<file path="config.mk">
export PLATFORM = sky130hd
export DESIGN_NAME = tt_um_jimktrains_vslc_fetcher_flat
export DESIGN_NICKNAME = d
export VERILOG_FILES = /design/src/rtl/vslc_pkg.sv /design/src/rtl/tt_um_jimktrains_vslc_fetcher_if.sv /design/src/rtl/tt_um_jimktrains_vslc_prog_shift.sv /design/src/rtl/tt_um_jimktrains_vslc_fetcher.sv /design/src/flat_wrapper.sv
export SDC_FILE = /design/constraint.sdc
export NUM_CORES = 1
export LEC_CHECK = 0
export ABC_AREA = 1
export CORE_ASPECT_RATIO = 0.75
export CORE_MARGIN = 1
export CORE_UTILIZATION = 45
export CTS_BUF_LIST = sky130_fd_sc_hd__clkbuf_4 sky130_fd_sc_hd__clkbuf_8
export DETAILED_ROUTE_END_ITERATION = 7
export PLACE_DENSITY = 0.6
export RECOVER_POWER = 50
export SETUP_SLACK_MARGIN = 0.02
export SYNTH_ARGS = -nofsm -noshare
export SYNTH_HDL_FRONTEND = slang
export SYNTH_SLANG_ARGS = --single-unit
</file>
<file path="constraint.sdc">
create_clock -name clk -period 3.2 [get_ports clk]
set_input_delay 0.64 -clock clk [delete_from_list [all_inputs] [get_ports clk]]
set_output_delay 0.64 -clock clk [all_outputs]
set_load 0.01 [all_outputs]
</file>
<file path="src/rtl/vslc_pkg.sv">
// Shared definitions for the VSLC fetcher and executor.
//   fetch_state_e : fetcher FSM state encoding (3 bits)
//   END_OP        : opcode that terminates a scan early; it is still issued
//   REG_A..OTHER  : executor opcode classes (instr[7:6]) so both blocks agree
package vslc_pkg;

  typedef enum logic [2:0] {
    ST_IDLE       = 3'd0,
    ST_LOAD       = 3'd1,
    ST_SCAN_START = 3'd2,
    ST_ISSUE      = 3'd3,
    ST_GAP        = 3'd4,
    ST_SCAN_END   = 3'd5
  } fetch_state_e;

  localparam logic [7:0] END_OP = 8'hFF;

  localparam logic [1:0] REG_A = 2'b00;
  localparam logic [1:0] REG_B = 2'b01;
  localparam logic [1:0] LOGIC = 2'b10;
  localparam logic [1:0] OTHER = 2'b11;

endpackage

</file>
<file path="src/rtl/tt_um_jimktrains_vslc_fetcher_if.sv">
// Bus between the host/executor side and the VSLC fetcher.
//   master : drives run, prog_en, prog_bit, prog_strobe, ui_in; observes fetcher outputs
//   slave  : the fetcher; drives instr, instr_ready, ui_in_prev, scan_done, busy,
//            prog_len, overflow
interface tt_um_jimktrains_vslc_fetcher_if #(
  parameter int ADDR_W = 4
);
  logic            run;
  logic            prog_en;
  logic            prog_bit;
  logic            prog_strobe;
  logic [7:0]      ui_in;
  logic [7:0]      instr;
  logic            instr_ready;
  logic [7:0]      ui_in_prev;
  logic            scan_done;
  logic            busy;
  logic [ADDR_W:0] prog_len;
  logic            overflow;

  modport master (
    output run, prog_en, prog_bit, prog_strobe, ui_in,
    input  instr, instr_ready, ui_in_prev, scan_done, busy, prog_len, overflow
  );

  modport slave (
    input  run, prog_en, prog_bit, prog_strobe, ui_in,
    output instr, instr_ready, ui_in_prev, scan_done, busy, prog_len, overflow
  );
endinterface

</file>
<file path="src/rtl/tt_um_jimktrains_vslc_prog_shift.sv">
// Serial program receiver: detects rising edges of the host bit clock, shifts
// bits in MSB first and flags each completed byte.
//   clk, rst    : system clock, async active-high reset
//   clear       : drop any partial byte (asserted on LOAD entry)
//   enable      : accept bits (only while loading)
//   strobe      : host bit clock, synchronous to clk
//   bit_in      : serial data
//   byte_valid  : one-cycle flag, byte_data complete this cycle
//   byte_data   : assembled byte (last bit taken straight from bit_in)
module tt_um_jimktrains_vslc_prog_shift (
  input  logic       clk,
  input  logic       rst,
  input  logic       clear,
  input  logic       enable,
  input  logic       strobe,
  input  logic       bit_in,
  output logic       byte_valid,
  output logic [7:0] byte_data
);

  // The edge detector runs regardless of enable so that a strobe already
  // high when loading starts is not mistaken for a new edge.
  logic       strobe_prev_q;
  logic [2:0] bit_cnt_q, bit_cnt_d;
  logic [6:0] shift_q, shift_d;
  logic       rise;

  always_comb begin
    rise       = strobe & ~strobe_prev_q;
    bit_cnt_d  = bit_cnt_q;
    shift_d    = shift_q;
    byte_valid = 1'b0;
    byte_data  = {shift_q, bit_in};
    if (clear) begin
      bit_cnt_d = '0;
      shift_d   = '0;
    end else if (enable && rise) begin
      shift_d    = {shift_q[5:0], bit_in};
      bit_cnt_d  = bit_cnt_q + 3'd1;
      byte_valid = (bit_cnt_q == 3'd7);
    end
  end

  always_ff @(posedge clk or posedge rst) begin
    if (rst) begin
      strobe_prev_q <= 1'b0;
      bit_cnt_q     <= '0;
      shift_q       <= '0;
    end else begin
      strobe_prev_q <= strobe;
      bit_cnt_q     <= bit_cnt_d;
      shift_q       <= shift_d;
    end
  end

endmodule

</file>
<file path="src/rtl/tt_um_jimktrains_vslc_fetcher.sv">
// VSLC instruction fetcher: loads a program serially into a small RAM, then
// replays it as a scan loop, one instr_ready strobe per instruction, and
// provides the previous scan's input snapshot for edge detection.
//   clk, rst : system clock, async active-high reset
//   bus      : slave side of tt_um_jimktrains_vslc_fetcher_if
//
// state         | meaning
// ST_IDLE       | waiting for run (needs a non-empty program) or prog_en
// ST_LOAD       | receiving serial program bytes
// ST_SCAN_START | snapshot ui_in, rotate previous snapshot, pc <= 0
// ST_ISSUE      | instr_ready high for one cycle with mem[pc]
// ST_GAP        | idle spacing between instructions
// ST_SCAN_END   | scan_done pulse; loop again if run is still high
module tt_um_jimktrains_vslc_fetcher
  import vslc_pkg::*;
#(
  parameter int DEPTH      = 16,
  parameter int ADDR_W     = $clog2(DEPTH),
  parameter int GAP_CYCLES = 1
) (
  input logic                           clk,
  input logic                           rst,
  tt_um_jimktrains_vslc_fetcher_if.slave bus
);

  localparam logic [ADDR_W:0] FULL_LEN = (ADDR_W + 1)'(DEPTH);
  // Gap timer counts down to zero; loaded with GAP_CYCLES-1 on entry.
  localparam logic [3:0]      GAP_LOAD = 4'(GAP_CYCLES - 1);

  fetch_state_e      state_q, state_d;
  logic [7:0]        mem [DEPTH];
  logic [ADDR_W-1:0] pc_q, pc_d;
  logic [ADDR_W:0]   prog_len_q, prog_len_d;
  logic              overflow_q, overflow_d;
  logic [7:0]        instr_q, instr_d;
  logic              instr_ready_q, instr_ready_d;
  logic [7:0]        ui_prev_q, ui_prev_d;
  logic [7:0]        ui_cur_q, ui_cur_d;
  logic [3:0]        gap_q, gap_d;
  logic              load_entry;
  logic              mem_we;
  logic              sh_valid;
  logic [7:0]        sh_data;

  tt_um_jimktrains_vslc_prog_shift u_shift (
    .clk        (clk),
    .rst        (rst),
    .clear      (load_entry),
    .enable     ((state_q == ST_LOAD) && bus.prog_en),
    .strobe     (bus.prog_strobe),
    .bit_in     (bus.prog_bit),
    .byte_valid (sh_valid),
    .byte_data  (sh_data)
  );

  always_comb begin
    state_d    = state_q;
    pc_d       = pc_q;
    prog_len_d = prog_len_q;
    overflow_d = overflow_q;
    instr_d    = instr_q;
    ui_prev_d  = ui_prev_q;
    ui_cur_d   = ui_cur_q;
    gap_d      = gap_q;
    mem_we     = 1'b0;

    case (state_q)
      ST_IDLE: begin
        if (bus.run && (prog_len_q != '0)) state_d = ST_SCAN_START;
      end
      ST_LOAD: begin
        if (!bus.prog_en) state_d = ST_IDLE;
        if (sh_valid) begin
          if (prog_len_q == FULL_LEN) begin
            overflow_d = 1'b1;
          end else begin
            mem_we     = 1'b1;
            prog_len_d = prog_len_q + 1'b1;
          end
        end
      end
      ST_SCAN_START: begin
        ui_prev_d = ui_cur_q;
        ui_cur_d  = bus.ui_in;
        pc_d      = '0;
        state_d   = ST_ISSUE;
      end
      ST_ISSUE: begin
        if ((mem[pc_q] == END_OP) || ({1'b0, pc_q} == prog_len_q - 1'b1)) begin
          state_d = ST_SCAN_END;
        end else begin
          pc_d = pc_q + 1'b1;
          if (GAP_CYCLES == 0) begin
            state_d = ST_ISSUE;
          end else begin
            state_d = ST_GAP;
            gap_d   = GAP_LOAD;
          end
        end
      end
      ST_GAP: begin
        if (gap_q == '0) state_d = ST_ISSUE;
        else             gap_d   = gap_q - 1'b1;
      end
      ST_SCAN_END: begin
        state_d = bus.run ? ST_SCAN_START : ST_IDLE;
      end
      default: state_d = ST_IDLE;
    endcase

    // Program load wins over everything, including a scan in flight.
    if (bus.prog_en && (state_q != ST_LOAD)) state_d = ST_LOAD;

    load_entry = (state_d == ST_LOAD) && (state_q != ST_LOAD);
    if (load_entry) begin
      prog_len_d = '0;
      overflow_d = 1'b0;
    end

    // instr and instr_ready are registered together so instr is valid for
    // exactly the cycle the strobe is high, then held through the gap.
    instr_ready_d = (state_d == ST_ISSUE);
    if (instr_ready_d) instr_d = mem[pc_d];
  end

  always_ff @(posedge clk or posedge rst) begin
    if (rst) begin
      state_q       <= ST_IDLE;
      pc_q          <= '0;
      prog_len_q    <= '0;
      overflow_q    <= 1'b0;
      instr_q       <= '0;
      instr_ready_q <= 1'b0;
      ui_prev_q     <= '0;
      ui_cur_q      <= '0;
      gap_q         <= '0;
    end else begin
      state_q       <= state_d;
      pc_q          <= pc_d;
      prog_len_q    <= prog_len_d;
      overflow_q    <= overflow_d;
      instr_q       <= instr_d;
      instr_ready_q <= instr_ready_d;
      ui_prev_q     <= ui_prev_d;
      ui_cur_q      <= ui_cur_d;
      gap_q         <= gap_d;
    end
  end

  always_ff @(posedge clk) begin
    if (mem_we) mem[prog_len_q[ADDR_W-1:0]] <= sh_data;
  end

  assign bus.instr       = instr_q;
  assign bus.instr_ready = instr_ready_q;
  assign bus.ui_in_prev  = ui_prev_q;
  assign bus.scan_done   = (state_q == ST_SCAN_END);
  assign bus.busy        = (state_q != ST_IDLE);
  assign bus.prog_len    = prog_len_q;
  assign bus.overflow    = overflow_q;

endmodule

</file>
<file path="src/flat_wrapper.sv">
// flat-port wrapper written by rule: the top's interface ports become plain ports
module tt_um_jimktrains_vslc_fetcher_flat import vslc_pkg::*;
#(
  parameter int DEPTH      = 16,
  parameter int ADDR_W     = $clog2(DEPTH),
  parameter int GAP_CYCLES = 1
)
  (clk, rst, bus_run, bus_prog_en, bus_prog_bit, bus_prog_strobe, bus_ui_in, bus_instr, bus_instr_ready, bus_ui_in_prev, bus_scan_done, bus_busy, bus_prog_len, bus_overflow);
  tt_um_jimktrains_vslc_fetcher_if #(.ADDR_W(ADDR_W)) bus_i ();
  input logic clk;
  input logic rst;
  input wire logic [$bits(bus_i.run)-1:0] bus_run;
  input wire logic [$bits(bus_i.prog_en)-1:0] bus_prog_en;
  input wire logic [$bits(bus_i.prog_bit)-1:0] bus_prog_bit;
  input wire logic [$bits(bus_i.prog_strobe)-1:0] bus_prog_strobe;
  input wire logic [$bits(bus_i.ui_in)-1:0] bus_ui_in;
  output wire logic [$bits(bus_i.instr)-1:0] bus_instr;
  output wire logic [$bits(bus_i.instr_ready)-1:0] bus_instr_ready;
  output wire logic [$bits(bus_i.ui_in_prev)-1:0] bus_ui_in_prev;
  output wire logic [$bits(bus_i.scan_done)-1:0] bus_scan_done;
  output wire logic [$bits(bus_i.busy)-1:0] bus_busy;
  output wire logic [$bits(bus_i.prog_len)-1:0] bus_prog_len;
  output wire logic [$bits(bus_i.overflow)-1:0] bus_overflow;
  assign bus_i.run = bus_run;
  assign bus_i.prog_en = bus_prog_en;
  assign bus_i.prog_bit = bus_prog_bit;
  assign bus_i.prog_strobe = bus_prog_strobe;
  assign bus_i.ui_in = bus_ui_in;
  assign bus_instr = bus_i.instr;
  assign bus_instr_ready = bus_i.instr_ready;
  assign bus_ui_in_prev = bus_i.ui_in_prev;
  assign bus_scan_done = bus_i.scan_done;
  assign bus_busy = bus_i.busy;
  assign bus_prog_len = bus_i.prog_len;
  assign bus_overflow = bus_i.overflow;
  tt_um_jimktrains_vslc_fetcher #(.DEPTH(DEPTH), .ADDR_W(ADDR_W), .GAP_CYCLES(GAP_CYCLES)) u_core (.clk(clk), .rst(rst), .bus(bus_i));
endmodule
</file>
==> results of run 1 <==
[worst max path at each step]
stage                                endpoint  slack (ns)                   start
final                     u_core.bus.instr[7]        0.30  u_core.bus.prog_len[0]
after global routing      u_core.bus.instr[6]        0.04  u_core.bus.prog_len[0]
after CTS                 u_core.bus.instr[4]        0.25  u_core.bus.prog_len[0]
after detailed placement  u_core.bus.instr[4]        0.25  u_core.bus.prog_len[0]
after global placement    u_core.bus.instr[4]        0.30  u_core.bus.prog_len[0]
after floorplan           u_core.bus.instr[0]        0.72  u_core.bus.prog_len[0]
[cells by family (layout without fill, tap and decap cells)]
| family | after synthesis | count (layout) | synth area share, % |
|---|---|---|---|
| flops | 181 | 181 | 58.1 |
| xor+xnor | 4 | 4 | 0.394 |
| buf+inv | 190 | 259 | 9.22 |
| compound gates | 31 | 31 | 2.01 |
| fa+ha+maj | 10 | 10 | 1.41 |
| simple gates | 566 | 566 | 28.8 |
[metrics by stage]
stage	util (%)	setup WS, ns
4_1_cts	51.9	0.252
3_3_place_gp	49.8	0.303
2_1_floorplan	-	0.717
3_5_place_dp	49.8	0.253
5_1_grt	51.8	0.0357
6_report	51.8	0.302
[cell usage after synthesis]
library cell / n / area [sq um]
nor3_2: 2 / 20.0
nor3_1: 8 / 40.0
a31oi_1: 1 / 6.26
clkbuf_1: 3 / 11.3
a21oi_1: 8 / 40.0
buf_4: 8 / 60.1
nand4_2: 1 / 12.5
o21ai_2: 2 / 17.5
nand3_2: 1 / 10.0
o21ai_1: 2 / 10.0
nand2_2: 4 / 25.0
nand4_1: 12 / 75.1
nor3b_1: 1 / 7.51
o21ai_0: 14 / 70.1
edfxtp_1: 128 / 3840
buf_2: 19 / 95.1
nand2_1: 250 / 938
clkinv_1: 3 / 11.3
ha_1: 10 / 125
nand3_4: 1 / 17.5
nand3b_1: 23 / 173
buf_6: 7 / 78.8
nor2_1: 65 / 244
or2_1: 1 / 6.26
o21ai_4: 1 / 16.3
inv_1: 145 / 544
nand3_1: 195 / 976
dfrtp_1: 53 / 1330
nor2_4: 1 / 11.3
xor2_1: 4 / 35.0
inv_2: 5 / 18.8
o22ai_1: 3 / 18.8
nor4_1: 1 / 6.26
[worst register-to-register path: cells and delay by family, from the launching register on]
kind                       cells  cell delay (ns)
DFF                            1             0.47
adders and majority gates      1             0.34
and+or+nand+nor               13             1.51
buffers and inverters          2             0.47
[routing by layer]
layer,vias to the layer above,track usage [%],share of wire (%)
li1,3320,-,-
met1,3223,39.8,49
met2,281,33.3,41
met3,18,6.49,9.3
met4,0,6.02,0.89
met5,-,0,0
[power groups by stage]
stage | combinational, mW | sequential [mW] | clock (mW)
after floorplan | 2.33 | 2.96 | 0
after global placement | 3.40 | 2.99 | 0
after detailed placement | 3.38 | 3.00 | 0
after CTS | 3.40 | 2.95 | 1.66
after global routing | 3.81 | 2.97 | 1.74
final | 3.43 | 2.95 | 1.63
[flip-flops by register name (all words and copies together) (netlist names)]
signal and flops:
u_core.state_q 3, u_core.pc_q 4, u_core.bus.ui_in_prev 8, u_core.gap_q 4
u_core.bus.instr_ready 1, u_core.bus.instr 8, u_core.mem 128, u_core.u_shift.strobe_prev_q 1
u_core.u_shift.shift_q 7, u_core.ui_cur_q 8, u_core.bus.overflow 1, u_core.bus.prog_len 5
u_core.u_shift.bit_cnt_q 3
[layout make-up]
cell class	instances	share of cell area [%]
sequential	181	51.5
multi-input combinational	611	29.0
timing repair buffer	74	6.61
inverter	153	5.74
tap	253	3.15
clock buffer	19	2.60
clock inverter	13	1.39
[what timing repair did]
action,CTS,global route
gates resized for setup,0,4
endpoints found under the setup margin,0,8
buffers inserted,0,0
==> results by group, run 1 <==
Status
  – Run status: finished clean

Placement
  – DP HPWL: 16.7 mm
  – IO buf count: 38
  – Placed insts: 1272
  – Placer Congestion: 0.940
  – Placed cell area: 0.00965 sq mm

Pwr
  – Clock power frac: 20.3%
  – Sw Ratio: 41.6%
  – Pleak: 4.52 nW
  – Flop pwr share: 36.9%
  – Total power: 8.01 mW
  – Cell Pwr Density: 797 mW/mm^2
  – Peak VDD IR: 0.000524 V
  – Pint: 4.67 mW
  – Logic gate share of total power: 42.8%
  – Reported net switching power: 3.33 mW

Critical path
  – Max incr delay on CP: 0.47 ns
  – Critical path capture point type: flop
  – Crit-path cells: inv_2 -> ha_1 -> or2_1 -> nand4_1 -> nor2_1 -> nand4_2 -> nand4_1 -> nand2_2 -> buf_4 -> nand3_1 -> nand3_1 -> nand3_1 -> nand3_1 -> nand2_1 -> nand2_1 -> nand2_1
  – Setup crit start kind: flop
  – R2R cell count: 16
  – Critical Path Most Common Cell: nand3_1
  – Delay-heaviest family, CP: simple AND/OR/NAND/NOR gates
  – Critical Path Stages: 16
  – RR Startpoint: u_core.bus.prog_len[0]
  – Reg2Reg Capture Point: u_core.bus.instr[7]
  – Worst Path Arrival: 3.25 ns
  – Worst Path Buf+Inv: 2
  – Critical path type: flop to flop
  – Internal reg-to-reg setup slack: 0.30 ns
  – Crit path required time: 3.55 ns
  – Critical Path Fanout Max: 32
  – Slowest-stage cell, CP: dfrtp_1

Cells and area
  – Multi-input logic area: 0.00292 sq mm
  – Finished Layout Cells: 1304
  – Fin area: 0.0100 sq mm
  – N_diodes: 0
  – Nets: 1062
  – Area Growth Syn to Fin: 13.0%
  – Leading cell type in the layout, fill and taps excluded: nand2_1
  – Most frequent cells in the layout: nand2_1 (248), nand3_1 (194), inv_1 (144)
  – Seq. cell area: 0.00517 sq mm
  – Share of cells above drive strength 1: 8.28%
  – # fillers: 1832

Global routing
  – Grt ovf: 0
  – Largest net degree at the start of global routing: 49
  – First-pass GRT wire length: 36.8 mm
  – Initial antenna violation count: 0
  – Global Route Usage Sum: 25.1%
  – Vias in the first global route: 6248

Flow run
  – Max-Cap Viols: 0

Die
  – Die Y: 124 um
  – IO Pins: 39
  – Rows: 44
  – Die area: 0.0203 sq mm
  – Starting Density: 45.9%
  – Die Width: 164 um
  – Core area: 0.0194 sq mm

Timing
  – Setup violations, final: 0
  – Hold Vio Cnt, Final: 0
  – Max frequency: 345 MHz
  – Final Hold Slack: 0.479 ns
  – Slew margin rel.: 6.88%
  – Final period utilization: 90.6%
  – Actual slew at the worst max-slew pin: 1.40 ns
  – Final slew viol count: 0
  – Setup TNS: 0 ns
  – Clock skew: 0.0134 ns
  – Final worst path period need: 2.90 ns
  – Unrepaired setup endpoints after global routing: no

Min path
  – Hold EP: u_core.bus.ui_in_prev[5]
  – Hold Path Class: flop to flop
  – Depth of the worst hold-timing path: 2
  – Hold Path Origin: u_core.ui_cur_q[5]

Clock network
  – CTS Sinks: 181
  – TritonCTS clock tree: done
  – Worst-Skew Late Latency: 0.47 ns
  – Max Buffers Root-to-Sink: 2
  – Root Driver: clkbuf_8
  – Hold-fix buffers, CTS: 0
  – CTS Buf Count: 17
  – Clk slew on worst S/H paths: 0.09 ns
  – H-Tree Depth: 4

Drt
  – Via count: 6842
  – Initial DRT Pass Iterations: 5
  – Antenna Nets Post-Route: 0
  – WL final: 24.2 mm
  – Vias per cell: 5.25
  – DRT iter0 DRCs: 744
  – WL/cell: 18.6 um
  – Number of remaining DRC errors: 0

Logic synthesis
  – Syn Std Cell Area: 0.00889 sq mm
  – Synth Warn #: 0
  – Register bit total from synthesis: 181
  – Mean post-synth cell area: 9.05 sq um
  – Seq/Total Area, Yosys: 58.1%
  – Yosys cell types: 33
  – Net Count, Synth: 1006
  – Cells after Synth: 982
Power figures use the tool's default switching activity.
==> run 2: changes to the inputs <==
- GPL_TIMING_DRIVEN: unset -> 0
==> results by group, run 2 (same netlist as run 1, synthesis figures left out) <==
Die
  – Starting Density: 45.9%
  – Rows: 44
  – Die Y: 124 um
  – Die area: 0.0203 sq mm
  – Die Width: 164 um
  – Core area: 0.0194 sq mm
  – IO Pins: 39

Timing
  – Actual slew at the worst max-slew pin: 1.09 ns
  – Unrepaired setup endpoints after global routing: yes
  – Slew margin rel.: 27.4%
  – Clock skew: 0.0193 ns
  – Final worst path period need: 3.06 ns
  – Setup TNS: 0 ns
  – Max frequency: 327 MHz
  – Final period utilization: 95.6%
  – Final slew viol count: 0
  – Setup violations, final: 0
  – Hold Vio Cnt, Final: 0

Global routing
  – Grt ovf: 0
  – Global Route Usage Sum: 26.1%
  – Vias in the first global route: 6361
  – Initial antenna violation count: 0
  – Largest net degree at the start of global routing: 41
  – First-pass GRT wire length: 37.6 mm

Clock network
  – Root Driver: clkbuf_8
  – CTS Buf Count: 17
  – Max Buffers Root-to-Sink: 2
  – CTS Sinks: 181
  – Clk slew on worst S/H paths: 0.12 ns
  – H-Tree Depth: 4
  – Worst-Skew Late Latency: 0.48 ns
  – Hold-fix buffers, CTS: 0
  – TritonCTS clock tree: done

Placement
  – Placed cell area: 0.00962 sq mm
  – Placer Congestion: 0.973
  – IO buf count: 38
  – Placed insts: 1275
  – DP HPWL: 18.0 mm

Cells and area
  – Leading cell type in the layout, fill and taps excluded: nand2_1
  – N_diodes: 0
  – Finished Layout Cells: 1314
  – # fillers: 1853
  – Fin util: 52.5%
  – Most frequent cells in the layout: nand2_1 (249), nand3_1 (195), inv_1 (143)
  – Nets: 1072
  – Share of cells above drive strength 1: 10.6%
  – Number of flip-flops in the largest register: 128
  – Fin area: 0.0102 sq mm
  – Area Growth Syn to Fin: 14.3%

Pwr
  – Cell Pwr Density: 828 mW/mm^2
  – Pleak: 4.54 nW
  – Peak VDD IR: 0.000391 V

Drt
  – WL/cell: 19.3 um
  – WL final: 25.3 mm
  – Via count: 7003
  – Initial DRT Pass Iterations: 5
  – Number of remaining DRC errors: 0
  – DRT iter0 DRCs: 774
  – Vias per cell: 5.33
  – Antenna Nets Post-Route: 0

Status
  – Run status: finished clean

Critical path
  – Worst Path Arrival: 3.45 ns
  – Setup crit start kind: flop
  – Critical Path Fanout Max: 10
  – Critical path capture point type: flop
  – Critical path type: flop to flop
  – Crit path required time: 3.59 ns

Flow run
  – Max-Cap Viols: 0

Min path
  – Hold Path Class: flop to flop
## run 2: report_power, final
part	internal, mW	total (mW)	leakage, nW	switching [mW]
combinational	1.37	3.94	2.51	2.57
sequential	2.74	2.93	1.83	0.188
clock	0.586	1.54	0.203	0.958
## run 2: worst paths after layout
check | slack, ns | endpoint | from | depth (start not counted)
setup / recovery | 0.14 | u_core.bus.instr[1] | u_core.pc_q[1] | 19
hold / removal | 0.47 | u_core.bus.ui_in_prev[4] | u_core.ui_cur_q[4] | 2
setup reg to reg | 0.14 | u_core.bus.instr[1] | u_core.pc_q[1] | 19
hold reg to reg | 0.47 | u_core.bus.ui_in_prev[4] | u_core.ui_cur_q[4] | 2
max in group asynchronous | 1.10 | u_core.bus.prog_len[0] | rst | 3
min in group asynchronous | 0.62 | u_core.u_shift.shift_q[3] | rst | 2
## run 2: worst max-delay path: stages (launching register included)
cell,delay (ns)
dfrtp_1,0.43
buf_6,0.21
buf_6,0.20
o21ai_1,0.09
nand2_1,0.08
nand2_1,0.10
nand2_1,0.09
nand3_1,0.10
nand3_2,0.14
nand4_1,0.16
nand2_1,0.15
clkbuf_4,0.24
buf_4,0.23
nand3b_1,0.11
nand3_1,0.12
nand3_1,0.16
nand3_1,0.15
nand2_1,0.08
nand2_1,0.07
nand2_1,0.05
## run 2: per-stage QoR
stage,power [mW],hold slack (ns),setup WS (ns)
after floorplan,5.29,0.442,0.717
after global placement,6.62,0.452,-0.838
after detailed placement,6.65,0.455,-0.372
after CTS,8.20,0.414,0.00612
after global routing,8.88,0.508,-0.0193
final,8.41,0.474,0.142
## run 2: repair_timing
action,4_1_cts,5_1_grt
setup buffers,0,7
gates resized for setup,4,32
endpoints found under the setup margin,11,129
## run 2: layout make-up
class                   instances  area [sq um]  share of cell area [%]
flip-flops and latches        181          5170                    50.9
multi-input cells             611          2980                    29.3
inverters                     153           581                    5.71
repair buffers                 47           445                    4.38
well taps                     253           317                    3.11
plain buffers                  37           279                    2.74
clock buffers                  17           234                    2.30
clock inverters                15           158                    1.55
## run 2: layer usage
| metal | vias to the layer above | wire, um | GRT usage (%) | share of wire (%) |
|---|---|---|---|---|
| li1 | 3352 | - | - | - |
| met1 | 3356 | 12200 | 40.6 | 48 |
| met2 | 262 | 10300 | 35.2 | 41 |
| met3 | 33 | 2400 | 6.53 | 9.5 |
| met4 | 0 | 412 | 7.41 | 1.6 |
| met5 | - | 0 | 0 | 0 |
